`src/rtl/motor_cmd_spi_rx.sv`:
```
// SPI-slave (mode 0) motor command receiver.
// Takes 16-bit frames {m1_sign, m1_period[6:0], m2_sign, m2_period[6:0]}.
// Presents the last good frame as registered motor commands.
// Returns the last committed frame on MISO during the following frame.
// A link watchdog forces a safe hold when the MCU goes quiet.
module motor_cmd_spi_rx #(
    parameter int TIMEOUT_CYCLES = 1000000,
    parameter int SYNC_STAGES    = 2        // must be at least 2
) (
    input  logic       clk,
    input  logic       reset,
    input  logic       spi_sck,
    input  logic       spi_cs_n,
    input  logic       spi_mosi,
    output logic       spi_miso,
    output logic       motor1_sign,
    output logic [6:0] motor1_period,
    output logic       motor2_sign,
    output logic [6:0] motor2_period,
    output logic       cmd_valid,
    output logic       motor_hold,
    output logic       frame_err
);

    localparam int              WD_W       = (TIMEOUT_CYCLES > 1) ? $clog2(TIMEOUT_CYCLES) : 1;
    localparam logic [WD_W-1:0] WD_LAST    = WD_W'(TIMEOUT_CYCLES - 1);
    localparam logic [4:0]      FRAME_BITS = 5'd16;
    localparam logic [4:0]      BIT_SAT    = 5'd17;

    typedef enum logic {IDLE, RECV} state_t;

    state_t state, state_next;

    logic [SYNC_STAGES-1:0] sck_sync, cs_sync, mosi_sync;
    logic                   sck_d, cs_d;
    logic                   sck_now, cs_now, mosi_now;
    logic                   sck_rise, sck_fall, cs_rise, cs_fall;

    logic [15:0]     shift_reg;
    logic [15:0]     miso_sr;
    logic [15:0]     readback;
    logic [4:0]      bit_cnt;
    logic [WD_W-1:0] wd_cnt;

    logic start, shift_in, shift_out, commit, discard;

    assign sck_now  = sck_sync[SYNC_STAGES-1];
    assign cs_now   = cs_sync[SYNC_STAGES-1];
    assign mosi_now = mosi_sync[SYNC_STAGES-1];

    assign sck_rise = sck_now & ~sck_d;
    assign sck_fall = ~sck_now & sck_d;
    assign cs_rise  = cs_now & ~cs_d;
    assign cs_fall  = ~cs_now & cs_d;

    assign spi_miso = miso_sr[15];

    // Synchronize the SPI pins and keep a one-flop delayed copy for edge detection.
    // cs_n resets to 0 so that a frame already in progress when reset lifts never
    // produces a falling edge; its eventual rise is seen in IDLE and ignored.
    always_ff @(posedge clk) begin
        if (reset) begin
            sck_sync  <= '0;
            cs_sync   <= '0;
            mosi_sync <= '0;
            sck_d     <= 1'b0;
            cs_d      <= 1'b0;
        end else begin
            // NOTE: non-blocking assignments let every stage sample the previous
            // stage's old value, which is what makes this a real shift chain.
            sck_sync  <= {sck_sync[SYNC_STAGES-2:0], spi_sck};
            cs_sync   <= {cs_sync[SYNC_STAGES-2:0], spi_cs_n};
            mosi_sync <= {mosi_sync[SYNC_STAGES-2:0], spi_mosi};
            sck_d     <= sck_now;
            cs_d      <= cs_now;
        end
    end

    // Frame FSM state register.
    always_ff @(posedge clk) begin
        if (reset) state <= IDLE;
        else       state <= state_next;
    end

    // Next-state logic and per-cycle datapath strobes.
    always_comb begin
        // NOTE: every output of this block gets a default first so no path
        // through the case leaves one unassigned (which would infer a latch).
        state_next = state;
        start      = 1'b0;
        shift_in   = 1'b0;
        shift_out  = 1'b0;
        commit     = 1'b0;
        discard    = 1'b0;
        case (state)
            IDLE: begin
                if (cs_fall) begin
                    state_next = RECV;
                    start      = 1'b1;
                end
            end
            RECV: begin
                if (cs_rise) begin
                    state_next = IDLE;
                    if (bit_cnt == FRAME_BITS) commit  = 1'b1;
                    else                       discard = 1'b1;
                end else begin
                    shift_in  = sck_rise;
                    shift_out = sck_fall;
                end
            end
            default: state_next = IDLE;
        endcase
    end

    // Receive shifter, saturating bit counter, MISO shifter and readback register.
    always_ff @(posedge clk) begin
        if (reset) begin
            shift_reg <= '0;
            bit_cnt   <= '0;
            miso_sr   <= '0;
            readback  <= '0;
        end else begin
            if (start) begin
                shift_reg <= '0;
                bit_cnt   <= '0;
                miso_sr   <= readback;
            end else begin
                if (shift_in) begin
                    shift_reg <= {shift_reg[14:0], mosi_now};
                    if (bit_cnt != BIT_SAT) bit_cnt <= bit_cnt + 5'd1;
                end
                if (shift_out) miso_sr <= {miso_sr[14:0], 1'b0};
            end
            if (commit) readback <= shift_reg;
        end
    end

    // Motor command outputs, strobes and link watchdog; a commit beats a timeout.
    always_ff @(posedge clk) begin
        if (reset) begin
            motor1_sign   <= 1'b0;
            motor1_period <= '0;
            motor2_sign   <= 1'b0;
            motor2_period <= '0;
            cmd_valid     <= 1'b0;
            frame_err     <= 1'b0;
            motor_hold    <= 1'b1;
            wd_cnt        <= '0;
        end else begin
            cmd_valid <= commit;
            frame_err <= discard;
            if (commit) begin
                motor1_sign   <= shift_reg[15];
                motor1_period <= shift_reg[14:8];
                motor2_sign   <= shift_reg[7];
                motor2_period <= shift_reg[6:0];
                motor_hold    <= 1'b0;
                wd_cnt        <= '0;
            end else if (!motor_hold) begin
                if (wd_cnt == WD_LAST) begin
                    motor1_sign   <= 1'b0;
                    motor1_period <= '0;
                    motor2_sign   <= 1'b0;
                    motor2_period <= '0;
                    motor_hold    <= 1'b1;
                    wd_cnt        <= '0;
                end else begin
                    wd_cnt <= wd_cnt + WD_W'(1);
                end
            end
        end
    end

endmodule

```
`config.mk`:
```
export PLATFORM = sky130hd
export DESIGN_NAME = motor_cmd_spi_rx
export DESIGN_NICKNAME = d
export VERILOG_FILES = /design/src/rtl/motor_cmd_spi_rx.sv
export SDC_FILE = /design/constraint.sdc
export NUM_CORES = 1
export LEC_CHECK = 0
export BUFFER_PORTS_ARGS = -buffer_cell sky130_fd_sc_hd__buf_2
export CELL_PAD_IN_SITES_DETAIL_PLACEMENT = 1
export CELL_PAD_IN_SITES_GLOBAL_PLACEMENT = 2
export CORE_ASPECT_RATIO = 1.1
export CORE_MARGIN = 8
export CORE_UTILIZATION = 26
export CTS_BUF_LIST = sky130_fd_sc_hd__clkbuf_8
export CTS_CLUSTER_DIAMETER = 50
export DETAILED_ROUTE_END_ITERATION = 16
export PLACE_DENSITY = 0.69
export SYNTH_ARGS = -nofsm -noshare
export SYNTH_HDL_FRONTEND = slang
export SYNTH_SLANG_ARGS = --single-unit
```
`constraint.sdc`:
```
create_clock -name clk -period 1.8 [get_ports clk]
set_input_delay 0.36 -clock clk [delete_from_list [all_inputs] [get_ports clk]]
set_output_delay 0.36 -clock clk [all_outputs]
set_load 0.01 [all_outputs]
```
; ---- Word-level counts from Yosys, hierarchy flattened
; Index checks and enable logic that the tools add are counted.
[totals]
ff_bits = 101
latchBits = 0
mem_bits_rw = 0
mem_bits_ro = 0
inputBits = 5
out_inout_bits = 20
elab_cells = 67
memories = 0
[classes]
add_sub_neg = 2
mul = 0
div_mod_pow = 0
magnitude_cmp = 0
n_eq_ne = 4
n_shift = 0
mux = 26
bitwise_logic = 10
n_reduce_logical = 7
[ops]
columns = op, count
row1 = two-way mux 16 bit, 2
row2 = two-way mux 7 bit, 4
row3 = adder 20 x 1 -> 20 bit (second input constant), 1
row4 = == test 20 bit (second input constant), 1
row5 = two-way mux 20 bit, 1
row6 = two-way mux 1 bit, 18
row7 = inverter 1 bit, 6
row8 = adder 5 x 1 -> 5 bit (second input constant), 1
row9 = == test 5 bit (second input constant), 1
row10 = != test 5 bit (second input constant), 1
row11 = AND 1 bit, 4
row12 = AND reduction 2 bit, 2
row13 = nonzero test 2 bit, 2
row14 = OR reduction 2 bit, 2
row15 = OR reduction 3 bit, 1
row16 = != test 2 x 1 -> 1 bit (second input constant), 1
row17 = one-hot mux 1 bit (2 select lines), 1

; ---- Depth between registers and ports, before layout
; Gate-level depths: netlist of the first run.
[logic_depth]
depth_word = 6
depth_mapped = 8
ltp_nobuf = 6

; ---- Worst setup path before layout of the first run
; Ideal clock, no wire load.
[synth_path]
path_type = register -> register
startpoint = reg wd_cnt[0]
endpoint = reg wd_cnt[14]
setup_ps = 80
arrival_ps = 1654
required_ps = 1720
slack_ps = 66
path_stages_with_launch = 6
path_buffers = 0
synth_period_minus_slack_ps = 1734
cell_sequence = dfxtp_1 > ha_1 > nand3b_2 > or3_4 > or3_1 > a211oi_2
[synth_via]
elab_chain_cells = 2
word_cells_on_any_way = 3
classes_between = add/sub: 1 / eq/ne: 1 / mux: 1
[synth_lines]
columns = item, line
row1 = "start, declared", 43  ; logic [WD_W-1:0] wd_cnt;
row2 = "start signal, assigned", 169  ; wd_cnt <= wd_cnt + WD_W'(1);
row3 = adder 20 x 1 -> 20 bit / == test 20 bit (equally long branches), "169, 161"
row4 = two-way mux 20 bit *, 161  ; if (wd_cnt == WD_LAST) begin
; Every way passes the cells marked *; elsewhere a longest branch is shown, timed or not.
; A chain may end at the register's enable or synchronous reset.

; ---- Final worst setup path of the first run
[layout_path]
startpoint = reg wd_cnt[0]
endpoint = reg wd_cnt[16]
; Same word-level chain as after synthesis.

==> out/results.tsv, run 1 <==
metric	value	unit
cts_tree	done	
use_met3	1.865	%
netlist_instances	423	
post_dp_cell_area	0.004461	mm2
insertion_delay	0.36	ns
startpoint_type	flop	
synthFlopType	dfxtp_1	
cap_violations	0	
synth_top_cells_by_count	dfxtp_1 (101), nand2_1 (71), nor2_1 (40)	
synth.top_cell.area_share	51.11	%
die_w	133.6	um
ff2ff_path_depth	5	
clk_path_buf_depth	2	
gr-total-overflow	0	
max_clock_freq	579.3	MHz
syn2layout_area_growth	20.37	%
design_area	0.004762	mm2
clock_sinks	101	
synth_top_area_cell	dfxtp_1	
grt_max_degree	23	
hpwl	6399	um
nets	468	
rsz0062_at_grt	false	
routabilityCongestion	0.7484	
viasPerCell	4.550	
syn_avg_cell_area	9.353	um2
clock-root-buffer	clkbuf_8	
worstPathMaxFanout	6	
relSlewSlack	70.37	%
path_class	flop to flop	
coreArea	0.01500	mm2
drtPass1Iterations	4	
grt_pass1_vias	3167	
tightest_slew	0.4404	ns
power_density	902.2	mW/mm2
hold_depth	2	
h-tree-depth	3	
met1_usage	12.02	%
die_h	145.4	um
postRouteAntennaNets	0	
min_from	spi_cs_n	
post-route-period-util	95.91	%
final.setup.tns	0	ns
gr-usage-met2	16.05	%
synth.yosys.seq_area_share	51.11	%
floorplan.initialDensity	26.38	%
reg2reg_setup_slack	0.07	ns
cp.arrival	2.01	ns
yosysMostFrequentCell	dfxtp_1	
syn_area	0.003956	mm2
skew	0.01120	ns
hold_class	primary input to flop	
drt_iter0_drc	94	
synthesis.nets	432	
antenna_found_initial	0	
min_period	1.726	ns
rr_endpoint	wd_cnt[16]	
die_area	0.01942	mm2
ys_ff_latch	101	
required	2.08	ns
port-buffer-count	24	
fin_hold_ws	0.2017	ns
drive_gt1_share	18.53	%
regMostFlops	wd_cnt	
path_clk_slew	0.10	ns
yosys_warnings	0	
largest_reg_flops	20	
critPathCaptureType	flop	
report.final.slew_viol_count	0	
synthArstFlopShare	0	%
grt_first_pass_wirelength	15610	um
n_antenna_cell	0	
wire_per_inst	13.52	um
total_power	4.296	mW
synth.distinct_cells	43	
leakagePower	2.090	nW
vias	3003	
gr-usage-all-layers	9.695	%
drt_wl_total	8924	um
rows	47	
peakVddDrop	0.4093	mV
r2r_start	wd_cnt[0]	
status	finished, final reports clean	
synth_edf_count	0	
numCtsBuffers	9	
setup_violations	0	
io_pins	25	
drc_errors	0	
final_util	31.76	%
holdPathEnd	cs_sync[0]	
gr-max-usage-layer	met2	
finalHoldViolations	0	
synthTopCellsByArea	dfxtp_1 (51%), mux2i_1 (8.1%), nand2_1 (6.7%)	
-- power by group --
group | total [mW] | internal (mW) | switching, mW
Combinational | 0.105 | 0.0422 | 0.0631
Clock | 1.93 | 1.15 | 0.782
Sequential | 2.26 | 2.25 | 0.0114
Total | 4.30 | 3.44 | 0.857
-- critical path, stage by stage (launching register included) --
cell	delay, ns
dfxtp_2	0.34
ha_2	0.20
nand3b_2	0.09
or3_4	0.42
or3_1	0.37
a211oi_2	0.22
-- layout make-up --
| type | count | area, um2 |
|---|---|---|
| repair buffers | 49 | 357.8 |
| inverters | 7 | 26.28 |
| multi-input cells | 291 | 1828 |
| well taps | 196 | 245.2 |
| fillers | 1742 | 10230 |
| flip-flops and latches | 101 | 2024 |
| clock inverters | 5 | 128.9 |
| clock buffers | 11 | 151.4 |
-- stage by stage --
| step | setup WS (ns) | std cells |
|---|---|---|
| 2_1_floorplan | 0.06567 | 423 |
| 3_3_place_gp | 0.1066 | 643 |
| 3_5_place_dp | 0.02648 | 643 |
| 4_1_cts | 0.02082 | 659 |
| 5_1_grt | 0.003989 | 660 |
| 6_report | 0.07363 | 660 |
-- routing by layer --
metal / vias up / part of all wire (%)
met4: 0 / 1.2
met2: 27 / 49
met3: 9 / 2.1
met5: - / 0
met1: 1444 / 48
li1: 1523 / -
-- worst max-delay path by stage --
stage               startpoint    endpoint  slack (ns)  cells past startpoint
floorplan            wd_cnt[0]  wd_cnt[14]        0.07                      5
global placement    bit_cnt[0]  wd_cnt[15]        0.11                      6
detailed placement  bit_cnt[0]  wd_cnt[10]        0.03                      6
CTS                 bit_cnt[0]  wd_cnt[10]        0.02                      6
global route         wd_cnt[6]  wd_cnt[10]       0.004                      5
finish               wd_cnt[0]  wd_cnt[16]        0.07                      5
-- cells in the final DEF (no fill, tap or decap), types with 4 or more instances in the layout --
cell type,n
buf_4,21
inv_1,7
nor2b_1,11
xnor2_1,12
buf_12,4
a211oi_2,5
o21ai_0,24
buf_2,24
nor3_1,13
clkbuf_8,11
dfxtp_1,99
a211oi_1,16
or3_1,7
a21oi_1,5
nand2_1,71
nor4_1,4
nand3_1,5
and3_1,6
mux2i_1,32
nand4_1,4
bufinv_16,4
nor2_1,40
-- timing repair --
item / in CTS / in global routing
setup endpoints to repair: 0 / 35
hold buffers: 0 / 0
gates resized for setup: 0 / 5
hold endpoints to repair: 0 / 0
buffers inserted: 0 / 1
-- cell families (layout without fill, tap and decap cells) --
kind of cell,Yosys count,after routing,share of synthesized area (%)
AO/OA/AOI/OAI,59,59,10.06
AND/OR/NAND/NOR,183,183,23.47
multiplexers,32,32,8.096
adder cells (fa/ha/maj),4,4,1.265
flip-flops,101,101,51.11
buffers and inverters,31,72,3.131
XOR/XNOR,13,13,2.878
Power figures use the tool's default switching activity.
==> run 2, diff against run 1 <==
==> constraint.sdc (replaced) <==
create_clock -name clk -period 1.5 [get_ports clk]
set_input_delay 0.3 -clock clk [delete_from_list [all_inputs] [get_ports clk]]
set_output_delay 0.3 -clock clk [all_outputs]
set_load 0.01 [all_outputs]
==> run 2 against run 1 <==
Net effect:
- the run now ends with setup timing left
- final cell count up 3.5%
- clock power down 6%
- die area unchanged
- critical path type unchanged
- critical path depth unchanged
- via count up 4.5%
==> out/results.tsv, run 2 (synthesis gave the netlist of run 1 again) <==
metric	value	unit
syn2layout_area_growth	29.03	%
clkPwrFrac	39.0	%
die_area	0.01942	mm2
report.final.slew_viol_count	0	
regMostFlops	wd_cnt	
nFillCells	1716	
postRouteAntennaNets	0	
gr-max-usage-layer	met2	
drtPass1Iterations	4	
drive_gt1_share	27.93	%
use_met3	2.141	%
met1_usage	12.56	%
h-tree-depth	3	
grt_max_degree	31	
n_antenna_cell	0	
routabilityCongestion	0.7075	
cts_tree	done	
tightest_slew	0.4212	ns
setup_violations	34	
gr-usage-all-layers	10.40	%
stdcell_count	683	
gr-usage-met2	17.81	%
numCtsBuffers	9	
finalHoldViolations	0	
final_util	34.04	%
largest_reg_flops	20	
fin_hold_ws	0.1373	ns
cp.arrival	1.92	ns
total_power	4.668	mW
rows	47	
post-route-period-util	108.6	%
ff2ff_path_depth	5	
nets	491	
min_period	1.629	ns
die_w	133.6	um
peakVddDrop	0.5339	mV
p_int	3.619	mW
relSlewSlack	71.66	%
reg2reg_setup_slack	-0.13	ns
antenna_found_initial	0	
p_sw	1.049	mW
critPathCaptureType	flop	
comb_power_share	3.0	%
setup_ws	-0.1292	ns
status	finished with violations	
drt_wl_total	9823	um
dp.cells	661	
drc_errors	0	
required	1.79	ns
path_class	flop to flop	
gr-total-overflow	0	
io_pins	25	
rsz0062_at_grt	true	
max_clock_freq	613.8	MHz
port-buffer-count	24	
final_cell_mix	dfxtp_1 (87), nand2_1 (70), nor2_1 (39)	
vias	3139	
final_common_cell	dfxtp_1	
violations	setup timing	
floorplan.initialDensity	26.38	%
power_frac_seq	58.0	%
pre_cts_ws	-0.1528	ns
cap_violations	0	
insertion_delay	0.36	ns
startpoint_type	flop	
coreArea	0.01500	mm2
clock_sinks	101	
rr_endpoint	wd_cnt[14]	
leakagePower	2.258	nW
hpwl	6658	um
die_h	145.4	um
grt_pass1_vias	3405	
path_clk_slew	0.10	ns
wire_per_inst	14.38	um
clock-root-buffer	clkbuf_8	
hold_class	primary input to flop	
worstPathMaxFanout	6	
r2r_start	wd_cnt[1]	
min_from	spi_mosi	
grt_first_pass_wirelength	16700	um
holdPathEnd	mosi_sync[0]	
skew	0.006460	ns
power_density	914.5	mW/mm2
clk_path_buf_depth	2	
viasPerCell	4.596	
sw_frac_of_total	22.48	%
hold_depth	2	
drt_iter0_drc	90	
## run 2: changes by cell type in the layout (fill, tap and decap cells not counted), moves of 8 or more
cell	before	now
o21ai_0	24	7
o21ai_1	1	18
buf_4	21	34
dfxtp_1	99	87
dfxtp_2	2	10
## run 2: power groups by stage
stage / Sequential, mW / Combinational [mW] / Clock [mW]
floorplan: 2.77 / 0.0908 / 0
global placement: 2.77 / 0.131 / 0
detailed placement: 2.77 / 0.134 / 0
CTS: 2.71 / 0.136 / 1.89
global route: 2.71 / 0.155 / 2.01
finish: 2.71 / 0.139 / 1.82
## run 2: per-stage QoR
step | TNS (ns) | cell area (um2)
floorplan | -0.1674 | 4071
global placement | -0.8772 | 4703
detailed placement | -3.083 | 4703
CTS | -1.759 | 4989
global route | -5.862 | 5105
finish | -2.940 | 5105
## run 2: area by class of cell
| class | count | area [um2] | area share (%) |
|---|---|---|---|
| clock inverter | 5 | 58.81 | 1.152 |
| tap | 196 | 245.2 | 4.804 |
| clock buffer | 11 | 151.4 | 2.966 |
| sequential | 101 | 2049 | 40.15 |
| multi-input combinational | 292 | 1976 | 38.70 |
| timing repair buffer | 71 | 598.1 | 11.72 |
| inverter | 7 | 26.28 | 0.5147 |
## run 2: how the worst max path moves through the flow
stage / from / endpoint / slack (ns) / cells after the start
floorplan: wd_cnt[1] / wd_cnt[18] / -0.08 / 5
global placement: wd_cnt[1] / wd_cnt[18] / -0.1 / 5
detailed placement: wd_cnt[6] / motor1_period[4] / -0.15 / 5
CTS: wd_cnt[0] / wd_cnt[14] / -0.14 / 5
global route: wd_cnt[8] / motor1_period[3] / -0.21 / 6
finish: wd_cnt[1] / wd_cnt[14] / -0.13 / 5
## run 2: per-layer routing
layer	share of wire, %	wire, um	vias up
li1	-	-	1573
met2	49	4862	28
met4	1.8	172	0
met1	47	4590	1523
met5	0	0	-
met3	2.0	197	15
## run 2: worst max-delay path, stage by stage (launching register included)
cell and delay [ns]:
dfxtp_4 0.37, ha_4 0.15, nand3b_4 0.08, or3_4 0.41, or3_4 0.34, a211oi_2 0.21
## run 2: timing repair
action	CTS	global route
pin swaps	8	9
gates cloned	1	2
gates resized for setup	23	30
hold buffers	0	0
buffers inserted	2	2
setup endpoints to repair	38	81
